<file path="src/rtl/morse_char_decode_fifo_if.sv">
// Character stream from the Morse decoder to the text/UART sink.
//   char_data  : ASCII at FIFO head (show-ahead)
//   char_valid : FIFO holds at least one character
//   char_ready : sink accepts char_data this cycle
// master = decoder side, slave = sink side.
interface morse_char_decode_fifo_if;
  logic [7:0] char_data;
  logic       char_valid;
  logic       char_ready;

  modport master (output char_data, output char_valid, input char_ready);
  modport slave  (input char_data, input char_valid, output char_ready);
endinterface

</file>
<file path="src/rtl/morse_char_decode_fifo.sv">
// Decodes each captured Morse element pattern to ASCII and queues it, plus a
// trailing space on word gaps, in a FIFO drained over valid/ready.
// Ports:
//   clk, rst                 clock, asynchronous active-high reset
//   ce                       clock enable, freezes all state when low
//   clear                    synchronous flush of FIFO, pending space, overflow
//   cap_ceo/len/dd/error/word  capture strobe and captured character
//   char_if (master)         char_data / char_valid / char_ready stream
//   level                    FIFO occupancy 0..FIFO_DEPTH
//   overflow                 sticky dropped-push flag
module morse_char_decode_fifo #(
  parameter int unsigned LEN_W      = 3,
  parameter int unsigned MAX_LEN    = 6,
  parameter int unsigned FIFO_DEPTH = 8,
  parameter int unsigned CNT_W      = 4
) (
  input  logic                    clk,
  input  logic                    rst,
  input  logic                    ce,
  input  logic                    clear,
  input  logic                    cap_ceo,
  input  logic [LEN_W-1:0]        cap_len,
  input  logic [MAX_LEN-1:0]      cap_dd,
  input  logic                    cap_error,
  input  logic                    cap_word,
  morse_char_decode_fifo_if.master char_if,
  output logic [CNT_W-1:0]        level,
  output logic                    overflow
);

  localparam int unsigned AW = $clog2(FIFO_DEPTH);
  localparam logic [7:0]  ASCII_SPACE = 8'h20;
  localparam logic [7:0]  ASCII_QMARK = 8'h3F;

  typedef enum logic {IDLE, SPACE} state_t;

  state_t         state;
  logic [7:0]     mem [FIFO_DEPTH];
  logic [AW-1:0]  rd_ptr;
  logic [AW-1:0]  wr_ptr;

  logic [5:0]     pat;
  logic [8:0]     key;
  logic [7:0]     decoded;
  logic           push;
  logic [7:0]     push_data;
  logic           drop;
  logic           full;
  logic           pop;
  logic           push_ok;

  // Element pattern with bits at or above len forced to zero, keyed by length.
  always_comb begin
    pat = '0;
    for (int i = 0; i < 6; i++) begin
      pat[i] = (LEN_W'(i) < cap_len) ? cap_dd[i] : 1'b0;
    end
    key = {3'(cap_len), pat};
  end

  // Pattern to ASCII; anything unrecognised becomes '?'.
  always_comb begin
    decoded = ASCII_QMARK;
    if (!cap_error && (cap_len <= LEN_W'(6))) begin
      case (key)
        {3'd2, 6'b000001}: decoded = 8'h41; // A
        {3'd4, 6'b001000}: decoded = 8'h42; // B
        {3'd4, 6'b001010}: decoded = 8'h43; // C
        {3'd3, 6'b000100}: decoded = 8'h44; // D
        {3'd1, 6'b000000}: decoded = 8'h45; // E
        {3'd4, 6'b000010}: decoded = 8'h46; // F
        {3'd3, 6'b000110}: decoded = 8'h47; // G
        {3'd4, 6'b000000}: decoded = 8'h48; // H
        {3'd2, 6'b000000}: decoded = 8'h49; // I
        {3'd4, 6'b000111}: decoded = 8'h4A; // J
        {3'd3, 6'b000101}: decoded = 8'h4B; // K
        {3'd4, 6'b000100}: decoded = 8'h4C; // L
        {3'd2, 6'b000011}: decoded = 8'h4D; // M
        {3'd2, 6'b000010}: decoded = 8'h4E; // N
        {3'd3, 6'b000111}: decoded = 8'h4F; // O
        {3'd4, 6'b000110}: decoded = 8'h50; // P
        {3'd4, 6'b001101}: decoded = 8'h51; // Q
        {3'd3, 6'b000010}: decoded = 8'h52; // R
        {3'd3, 6'b000000}: decoded = 8'h53; // S
        {3'd1, 6'b000001}: decoded = 8'h54; // T
        {3'd3, 6'b000001}: decoded = 8'h55; // U
        {3'd4, 6'b000001}: decoded = 8'h56; // V
        {3'd3, 6'b000011}: decoded = 8'h57; // W
        {3'd4, 6'b001001}: decoded = 8'h58; // X
        {3'd4, 6'b001011}: decoded = 8'h59; // Y
        {3'd4, 6'b001100}: decoded = 8'h5A; // Z
        {3'd5, 6'b011111}: decoded = 8'h30; // 0
        {3'd5, 6'b001111}: decoded = 8'h31; // 1
        {3'd5, 6'b000111}: decoded = 8'h32; // 2
        {3'd5, 6'b000011}: decoded = 8'h33; // 3
        {3'd5, 6'b000001}: decoded = 8'h34; // 4
        {3'd5, 6'b000000}: decoded = 8'h35; // 5
        {3'd5, 6'b010000}: decoded = 8'h36; // 6
        {3'd5, 6'b011000}: decoded = 8'h37; // 7
        {3'd5, 6'b011100}: decoded = 8'h38; // 8
        {3'd5, 6'b011110}: decoded = 8'h39; // 9
        {3'd6, 6'b010101}: decoded = 8'h2E; // .
        {3'd6, 6'b110011}: decoded = 8'h2C; // ,
        {3'd6, 6'b001100}: decoded = 8'h3F; // ?
        {3'd5, 6'b010010}: decoded = 8'h2F; // /
        {3'd5, 6'b010001}: decoded = 8'h3D; // =
        default:           decoded = ASCII_QMARK;
      endcase
    end
  end

  // Push request: a character, a direct space, or the deferred space after a word.
  always_comb begin
    push      = 1'b0;
    push_data = '0;
    drop      = 1'b0;
    case (state)
      IDLE: begin
        if (cap_ceo) begin
          if (cap_len != '0) begin
            push      = 1'b1;
            push_data = decoded;
          end else if (cap_word) begin
            push      = 1'b1;
            push_data = ASCII_SPACE;
          end
        end
      end
      SPACE: begin
        push      = 1'b1;
        push_data = ASCII_SPACE;
        drop      = cap_ceo;
      end
      default: ;
    endcase
  end

  assign full    = (level == CNT_W'(FIFO_DEPTH));
  assign pop     = char_if.char_valid && char_if.char_ready;
  // A full FIFO still accepts a push when the head leaves on the same edge.
  assign push_ok = push && (!full || pop);

  assign char_if.char_data  = mem[rd_ptr];
  assign char_if.char_valid = (level != '0);

  always_ff @(posedge clk or posedge rst) begin
    if (rst) begin
      state    <= IDLE;
      rd_ptr   <= '0;
      wr_ptr   <= '0;
      level    <= '0;
      overflow <= 1'b0;
      for (int i = 0; i < FIFO_DEPTH; i++) mem[i] <= '0;
    end else if (ce) begin
      if (clear) begin
        state    <= IDLE;
        rd_ptr   <= '0;
        wr_ptr   <= '0;
        level    <= '0;
        overflow <= 1'b0;
      end else begin
        case (state)
          IDLE:    state <= (cap_ceo && cap_word && (cap_len != '0)) ? SPACE : IDLE;
          SPACE:   state <= IDLE;
          default: state <= IDLE;
        endcase
        if (push_ok) begin
          mem[wr_ptr] <= push_data;
          wr_ptr      <= wr_ptr + AW'(1);
        end
        if (pop) rd_ptr <= rd_ptr + AW'(1);
        if (push_ok && !pop)      level <= level + CNT_W'(1);
        else if (!push_ok && pop) level <= level - CNT_W'(1);
        if (drop || (push && !push_ok)) overflow <= 1'b1;
      end
    end
  end

endmodule

</file>
<file path="src/flat_wrapper.sv">
// flat-port wrapper written by rule: the top's interface ports become plain ports
module morse_char_decode_fifo_flat 
#(
  parameter int unsigned LEN_W      = 3,
  parameter int unsigned MAX_LEN    = 6,
  parameter int unsigned FIFO_DEPTH = 8,
  parameter int unsigned CNT_W      = 4
)
  (clk, rst, ce, clear, cap_ceo, cap_len, cap_dd, cap_error, cap_word, level, overflow, char_if_char_data, char_if_char_valid, char_if_char_ready);
  morse_char_decode_fifo_if char_if_i ();
  input  logic clk;
  input  logic rst;
  input  logic ce;
  input  logic clear;
  input  logic cap_ceo;
  input  logic [LEN_W-1:0] cap_len;
  input  logic [MAX_LEN-1:0] cap_dd;
  input  logic cap_error;
  input  logic cap_word;
  output logic [CNT_W-1:0] level;
  output logic overflow;
  output wire logic [$bits(char_if_i.char_data)-1:0] char_if_char_data;
  output wire logic [$bits(char_if_i.char_valid)-1:0] char_if_char_valid;
  input wire logic [$bits(char_if_i.char_ready)-1:0] char_if_char_ready;
  assign char_if_char_data = char_if_i.char_data;
  assign char_if_char_valid = char_if_i.char_valid;
  assign char_if_i.char_ready = char_if_char_ready;
  morse_char_decode_fifo #(.LEN_W(LEN_W), .MAX_LEN(MAX_LEN), .FIFO_DEPTH(FIFO_DEPTH), .CNT_W(CNT_W)) u_core (.clk(clk), .rst(rst), .ce(ce), .clear(clear), .cap_ceo(cap_ceo), .cap_len(cap_len), .cap_dd(cap_dd), .cap_error(cap_error), .cap_word(cap_word), .char_if(char_if_i), .level(level), .overflow(overflow));
endmodule
</file>
<file path="config.mk">
export PLATFORM = sky130hd
export DESIGN_NAME = morse_char_decode_fifo_flat
export DESIGN_NICKNAME = d
export VERILOG_FILES = /design/src/rtl/morse_char_decode_fifo_if.sv /design/src/rtl/morse_char_decode_fifo.sv /design/src/flat_wrapper.sv
export SDC_FILE = /design/constraint.sdc
export NUM_CORES = 1
export LEC_CHECK = 0
export ABC_AREA = 1
export CORE_AREA = 2 2 103 105
export DETAILED_ROUTE_END_ITERATION = 8
export DIE_AREA = 0 0 105 107
export RECOVER_POWER = 25
export SYNTH_ARGS = -nofsm -noshare
export SYNTH_HDL_FRONTEND = slang
export SYNTH_SLANG_ARGS = --single-unit
export TNS_END_PERCENT = 50
</file>
<file path="constraint.sdc">
create_clock -name clk -period 6.2 [get_ports clk]
set_clock_uncertainty 0.15 [all_clocks]
set_input_delay 1.24 -clock clk [delete_from_list [all_inputs] [get_ports clk]]
set_output_delay 1.24 -clock clk [all_outputs]
set_load 0.1 [all_outputs]
</file>
==> run summary, run 1 <==
Required time reported for the critical path endpoint: 4.81 ns
List of cells traversed by the critical path: inv_1 > o21ai_0 > o22ai_1 > nor2_1 > a31oi_1 > clkdlybuf4s50_1
Sum of negative setup slack: 0 ns
Number of flops mapped to enable cells by yosys: 0
Violations in the final reports: capacitance limit, slew limit
Fraction of met1 tracks used by global routing: 0.318
Starting utilization of the core area: 0.442
Count of TritonRoute iterations in the first routing pass: 5
Drt first-iter violations: 287
Final count of pins violating max slew: 60
Setup repair after global routing missed its margin: false
Final standard cell count with taps included and fillers excluded: 805
Max capacitance violation total: 1
Ports placed on the boundary: 31
Number of global-route vias before repair: 4107
M2 GR Usage: 0.385
Net Switching: 0.895 mW
Summed instance area of the synthesized netlist: 4460 µm²
Congestion Overflow GR: 0
Reg-to-reg critical path endpoint: u_core.level[3]
Clock sinks: 68
Number of antenna violations at the first check in global routing: 0
Worst VDD drop: 0.301 mV
# H-tree levels: 3
CTS Root Buffer Type: clkbuf_8
Synthesis-stage register bit count: 68
Internal power: 0.992 mW
Leak Pwr: 2.63 nW
Post-Syn Nets: 662
Setup slack on the worst flop-to-flop path: 3.70 ns
Gr usage total: 0.234
Wire per inst: 15.4 µm
Async set-or-reset flop fraction in the synthesized netlist: 1.00
Count of endpoints failing hold in the final timing report: 0
PortBufs: 29
Ratio of routed vias to standard cells: 5.28
Met3 global-route usage: 0.0419
Commonest cells after routing, fill and taps aside: nand2_1 (199), nor2_1 (95), dfrtp_1 (68), nand3_1 (66), inv_1 (42)
Area growth syn-to-layout: 13.4%
First-pass GRT wire length: 20700 µm
Routed wire length: 12400 µm
Clock-pin slew on the worst setup and hold paths: 0.08 ns
Part of the Yosys area used for sequential elements: 0.381
Final weighted congestion in routability-driven placement: 0.922
Path depth of the worst reg2reg path: 10
Most used routing layer: met2
DRT antenna net count: 0
Ys Warns: 0
Width of the die: 105 µm
Maximum number of pins on one net before global-route repair: 60
Critical path class: flop to output port
Post-DP HPWL: 9180 µm
Hold WC Path Type: flop to flop
Number of placement rows: 37
Transition time at the pin with the least slew margin: 3.21 ns
Largest fanout on the critical path: 30
Post-layout min period: 4.82 ns
Data arrival time at the worst-slack endpoint: 3.43 ns
Period Utilization, post-route: 0.778
Synthesized netlist cell count: 640
Sequential cell fraction of total power: 0.322
Leading cell type in the layout, fill and taps excluded: nand2_1
Proportion of total power due to net switching: 0.474
Die height: 107 µm
Crit-path leading delay family: buffers and inverters
Type of origin of the critical path: flop
Run status: finished with violations
Filler cell count: 1096
Share of post-route cells with drive strength above 1: 0.108
Count of hold-fix buffers inserted at cts: 0
Power consumption: 1.89 mW
Number of buffers inserted during clock tree synthesis: 9
Area of the die: 11200 µm²
Largest stage delay on the critical path: 1.17 ns
Core outline area: 10100 µm²
Number of diodes: 0
Combinational Power Share: 0.455
Crit-path slowest cell: clkdlybuf4s50_1
Cell variety after synth: 35
Number of buffer and inverter stages on the critical path: 2
Dominant register cell in the synthesized netlist: dfrtp_1
Max Root-Sink Buffers: 2
Cell total after placement: 789
Mean area per synthesized cell: 6.98 µm²
Post-layout nets: 686
Maximum clock frequency: 207 MHz
Clock power frac: 0.223
Number of stages on the worst hold path: 2
Worst Hold Endpoint: u_core.mem[37]
Count of vias placed by the detailed router: 4247
Relative slew slack: -1.14
Type of destination of the critical path: output port
Number of buffers inserted by post-CTS setup repair: 0
Worst r2r src: u_core.level[0]
DRC violation count after routing: 0
CTS tree: yes
Total setup violations reported at the end of the flow: 0
Power per Cell Area: 373 nW/µm²
Startpoint of the most critical hold path: u_core.mem[37]
Clock latency on the worst-skew pair: 0.36 ns
Resized cells post-CTS: 0
[logic make-up (layout without fill, tap and decap cells)]
logic type / Yosys count / after routing / synth area share
buffers and inverters: 67 / 96 / 0.0631
adders and majority gates: 5 / 5 / 0.0157
other: 1 / 1 / 0.000840
AOI/OAI and AO/OA: 70 / 70 / 0.0888
DFF: 68 / 68 / 0.381
and+or+nand+nor: 425 / 425 / 0.443
xor gates and xnor gates: 4 / 4 / 0.00785
[state kept, by name, summed over array words and instances, names as in the netlist]
name,cells
u_core.mem,56
u_core.level,4
u_core.rd_ptr,3
u_core.wr_ptr,3
u_core.overflow,1
u_core.state,1
[metal layers]
metal	wire length (µm)	up-vias	part of all wire
li1	-	2117	-
met1	5710	1986	0.46
met2	5820	126	0.47
met3	645	18	0.052
met4	227	0	0.018
met5	0	-	0
[metrics by stage]
| step | setup slack (ns) | util | cell area [µm²] | hold WS (ns) |
|---|---|---|---|---|
| after floorplan | 2.04 | - | 4460 | 0.294 |
| after global placement | 1.82 | 0.480 | 4840 | 0.309 |
| after detailed placement | 1.77 | 0.480 | 4840 | 0.311 |
| after CTS | 1.38 | 0.502 | 5070 | 0.334 |
| after global routing | 0.658 | 0.502 | 5060 | 0.351 |
| final | 1.38 | 0.502 | 5060 | 0.334 |
[power by group through the flow]
stage | combinational [mW] | sequential, mW | clock, mW
2_1_floorplan | 0.605 | 0.666 | 0
3_3_place_gp | 0.852 | 0.613 | 0
3_5_place_dp | 0.862 | 0.613 | 0
4_1_cts | 0.863 | 0.607 | 0.426
5_1_grt | 0.926 | 0.619 | 0.446
6_report | 0.859 | 0.607 | 0.421
[cell usage after synthesis, types with 2 or more instances]
library cell	number	area [µm²]
a21oi_1	9	45.0
a21oi_2	2	17.5
a31oi_1	7	43.8
and3_1	3	18.8
buf_2	3	15.0
buf_4	3	22.5
buf_6	2	22.5
clkbuf_1	10	37.5
dfrtp_1	68	1700
ha_1	4	50.1
inv_1	42	158
inv_2	7	26.3
nand2_1	199	747
nand2_2	11	68.8
nand2_4	4	45.0
nand3_1	66	330
nand3_2	9	90.1
nand4_1	14	87.6
nor2_1	95	357
nor2_2	6	37.5
nor2_4	14	158
nor3_1	2	10.0
o21ai_0	39	195
o22ai_1	8	50.1
xor2_1	3	26.3
[worst reg2reg max path: cells and delay by family (launching register included)]
kind                       cells  cell delay, ns
AOI/OAI and AO/OA              2            0.31
xor gates and xnor gates       1            0.16
adders and majority gates      1            0.31
DFF                            1            0.45
and+or+nand+nor                6            1.00
[layout make-up]
class | count | area, µm² | area share
Tap cell | 136 | 170 | 0.0336
Clock inverter | 6 | 87.6 | 0.0173
Timing Repair Buffer | 31 | 302 | 0.0596
Inverter | 49 | 184 | 0.0363
Sequential cell | 68 | 1700 | 0.336
Clock buffer | 10 | 138 | 0.0272
Multi-Input combinational cell | 505 | 2480 | 0.490
[worst max-delay path by stage]
stage	to	cells after the start	start
floorplan	char_if_char_data[0]	6	u_core.rd_ptr[0]
global placement	char_if_char_data[6]	6	u_core.rd_ptr[0]
detailed placement	char_if_char_data[6]	6	u_core.rd_ptr[0]
CTS	char_if_char_data[6]	6	u_core.rd_ptr[0]
global route	u_core.overflow	3	rst
finish	char_if_char_data[6]	6	u_core.rd_ptr[0]
Note: power is estimated with default switching activity, not from simulation.
==> run 2, diff against run 1 <==
==> constraint.sdc (replaced) <==
create_clock -name clk -period 4.95 [get_ports clk]
set_clock_uncertainty 0.15 [all_clocks]
set_input_delay 0.99 -clock clk [delete_from_list [all_inputs] [get_ports clk]]
set_output_delay 0.99 -clock clk [all_outputs]
set_load 0.1 [all_outputs]
==> run summary, run 2 (same netlist as run 1, synthesis figures left out) <==
Run status: finished with violations (unchanged)
Violations in the final reports: capacitance limit, slew limit (unchanged)
Gr usage total: 0.232 (was 0.234)
Starting utilization of the core area: 0.442 (unchanged)
Leading cell type in the layout, fill and taps excluded: nand2_1 (unchanged)
Die height: 107 µm (unchanged)
Resized cells post-CTS: 0 (unchanged)
Number of buffers inserted during clock tree synthesis: 9 (unchanged)
Number of diodes: 0 (unchanged)
DRT antenna net count: 0 (unchanged)
Final count of pins violating max slew: 54 (was 60)
Worst VDD drop: 0.372 mV (was 0.301 mV)
Largest register by flop count: u_core.mem (unchanged)
Final Hold Slack: 0.330 ns (was 0.334 ns)
Sum of negative setup slack: 0 ns (unchanged)
Maximum clock frequency: 272 MHz
Clock-pin slew on the worst setup and hold paths: 0.07 ns (was 0.08 ns)
Cell total after placement: 790 (was 789)
Count of hold-fix buffers inserted at cts: 0 (unchanged)
Congestion Overflow GR: 0 (unchanged)
Total setup violations reported at the end of the flow: 0 (unchanged)
Required time reported for the critical path endpoint: 3.81 ns (was 4.81 ns)
Post-layout nets: 687 (was 686)
Ports placed on the boundary: 31 (unchanged)
Type of destination of the critical path: output port (unchanged)
DRC violation count after routing: 0 (unchanged)
First-pass GRT wire length: 20500 µm (was 20700 µm)
Maximum number of pins on one net before global-route repair: 54 (was 60)
Setup repair after global routing missed its margin: false (unchanged)
Final standard cell count with taps included and fillers excluded: 806 (was 805)
Max capacitance violation total: 1 (unchanged)
Count of vias placed by the detailed router: 4259 (was 4247)
Area of the die: 11200 µm² (unchanged)
Regs by FF count: u_core.mem: 56 flops, u_core.level: 4 flops (unchanged)
Setup slack on the worst flop-to-flop path: 2.50 ns (was 3.70 ns)
Area growth syn-to-layout: 12.6% (was 13.4%)
Hold WC Path Type: flop to flop (unchanged)
CTS tree: yes (unchanged)
Reg-to-reg critical path endpoint: u_core.level[3] (unchanged)
Post-layout min period: 3.68 ns
Routed wire length: 12500 µm (was 12400 µm)
Number of global-route vias before repair: 4085 (was 4107)
Transition time at the pin with the least slew margin: 2.07 ns (was 3.21 ns)
Final weighted congestion in routability-driven placement: 0.865 (was 0.922)
Max Root-Sink Buffers: 2 (unchanged)
Clock latency on the worst-skew pair: 0.34 ns (was 0.36 ns)
Count of endpoints failing hold in the final timing report: 0 (unchanged)
Worst r2r src: u_core.level[0] (unchanged)
Startpoint of the most critical hold path: u_core.mem[22] (was u_core.mem[37])
Ratio of routed vias to standard cells: 5.28 (about the same)
Drt first-iter violations: 261 (was 287)
Max reg flops: 56 (unchanged)
CTS Root Buffer Type: clkbuf_8 (unchanged)
Filler cell count: 1083 (was 1096)
Period Utilization, post-route: 0.743
Wire per inst: 15.4 µm (about the same)
Path depth of the worst reg2reg path: 10 (unchanged)
Data arrival time at the worst-slack endpoint: 2.54 ns (was 3.43 ns)
Number of buffers inserted by post-CTS setup repair: 0 (unchanged)
Relative slew slack: -0.382 (was -1.14)
Critical path class: flop to output port (unchanged)
Commonest cells after routing, fill and taps aside: nand2_1 (199), nor2_1 (95), dfrtp_1 (68), nand3_1 (66), inv_1 (42) (unchanged)
Post-DP HPWL: 8750 µm (was 9180 µm)
PortBufs: 29 (unchanged)
Worst Hold Endpoint: u_core.mem[22] (was u_core.mem[37])
Number of antenna violations at the first check in global routing: 0 (unchanged)
Type of origin of the critical path: flop (unchanged)
Count of TritonRoute iterations in the first routing pass: 5 (unchanged)
Clock sinks: 68 (unchanged)
Number of placement rows: 37 (unchanged)
Share of post-route cells with drive strength above 1: 0.119 (was 0.108)
Number of stages on the worst hold path: 2 (unchanged)
Leak Pwr: 2.63 nW (about the same)
Largest fanout on the critical path: 16 (was 30)
Core outline area: 10100 µm² (unchanged)
# H-tree levels: 3 (unchanged)
Width of the die: 105 µm (unchanged)
Power per Cell Area: 455 nW/µm² (was 373 nW/µm²)
-- run 2: cell types whose count changed in the layout (fill, tap and decap cells not counted) --
| cell | before | now |
|---|---|---|
| dlygate4sd3_1 | 2 | 3 |
| clkinvlp_4 | 0 | 1 |
| bufinv_16 | 2 | 1 |
| clkdlybuf4s50_1 | 27 | 19 |
| clkbuf_8 | 10 | 9 |
| buf_4 | 1 | 10 |
-- run 2: how the worst max path moves through the flow --
stage	end	from	slack, ns	cells after the start
2_1_floorplan	char_if_char_data[0]	u_core.rd_ptr[0]	1.04	6
3_3_place_gp	u_core.level[3]	cap_len[1]	1.14	11
3_5_place_dp	u_core.level[3]	cap_len[1]	1.05	11
4_1_cts	char_if_char_data[4]	u_core.rd_ptr[1]	1.23	6
5_1_grt	char_if_char_data[6]	u_core.rd_ptr[1]	1.08	6
6_report	char_if_char_data[4]	u_core.rd_ptr[1]	1.27	6
-- run 2: power by group --
part / switching (mW) / internal, mW
sequential: 0.0763 / 0.659
clock: 0.224 / 0.233
combinational: 0.818 / 0.277
total: 1.12 / 1.17
-- run 2: per-layer routing --
metal	part of all wire	up-vias	global-route usage
met2	0.47	111	0.382
met4	0.015	0	0.0600
met3	0.050	13	0.0432
li1	-	2119	-
met5	0	-	0
met1	0.46	2016	0.314
-- run 2: cell type report --
type,count,area [µm²],share of cell area
repair buffers,32,295,0.0588
well taps,136,170,0.0339
clock buffers,10,128,0.0254
flip-flops and latches,68,1700,0.339
multi-input cells,505,2480,0.494
inverters,49,184,0.0366
clock inverters,6,65.1,0.0129
-- run 2: critical path, stage by stage (launching register included) --
cell	delay, ns
dfrtp_1	0.62
inv_1	0.56
o21ai_0	0.18
o22ai_1	0.27
nor2_1	0.07
a31oi_1	0.17
buf_4	0.32
-- run 2: per-stage QoR --
step / power [mW] / instance area, µm² / utilization / worst slack (ns)
5_1_grt: 2.43 / 5020 / 0.498 / 1.08
6_report: 2.29 / 5020 / 0.498 / 1.27
4_1_cts: 2.30 / 5020 / 0.498 / 1.23
3_5_place_dp: 1.84 / 4830 / 0.479 / 1.05
2_1_floorplan: 1.59 / 4460 / - / 1.04
3_3_place_gp: 1.83 / 4830 / 0.479 / 1.14
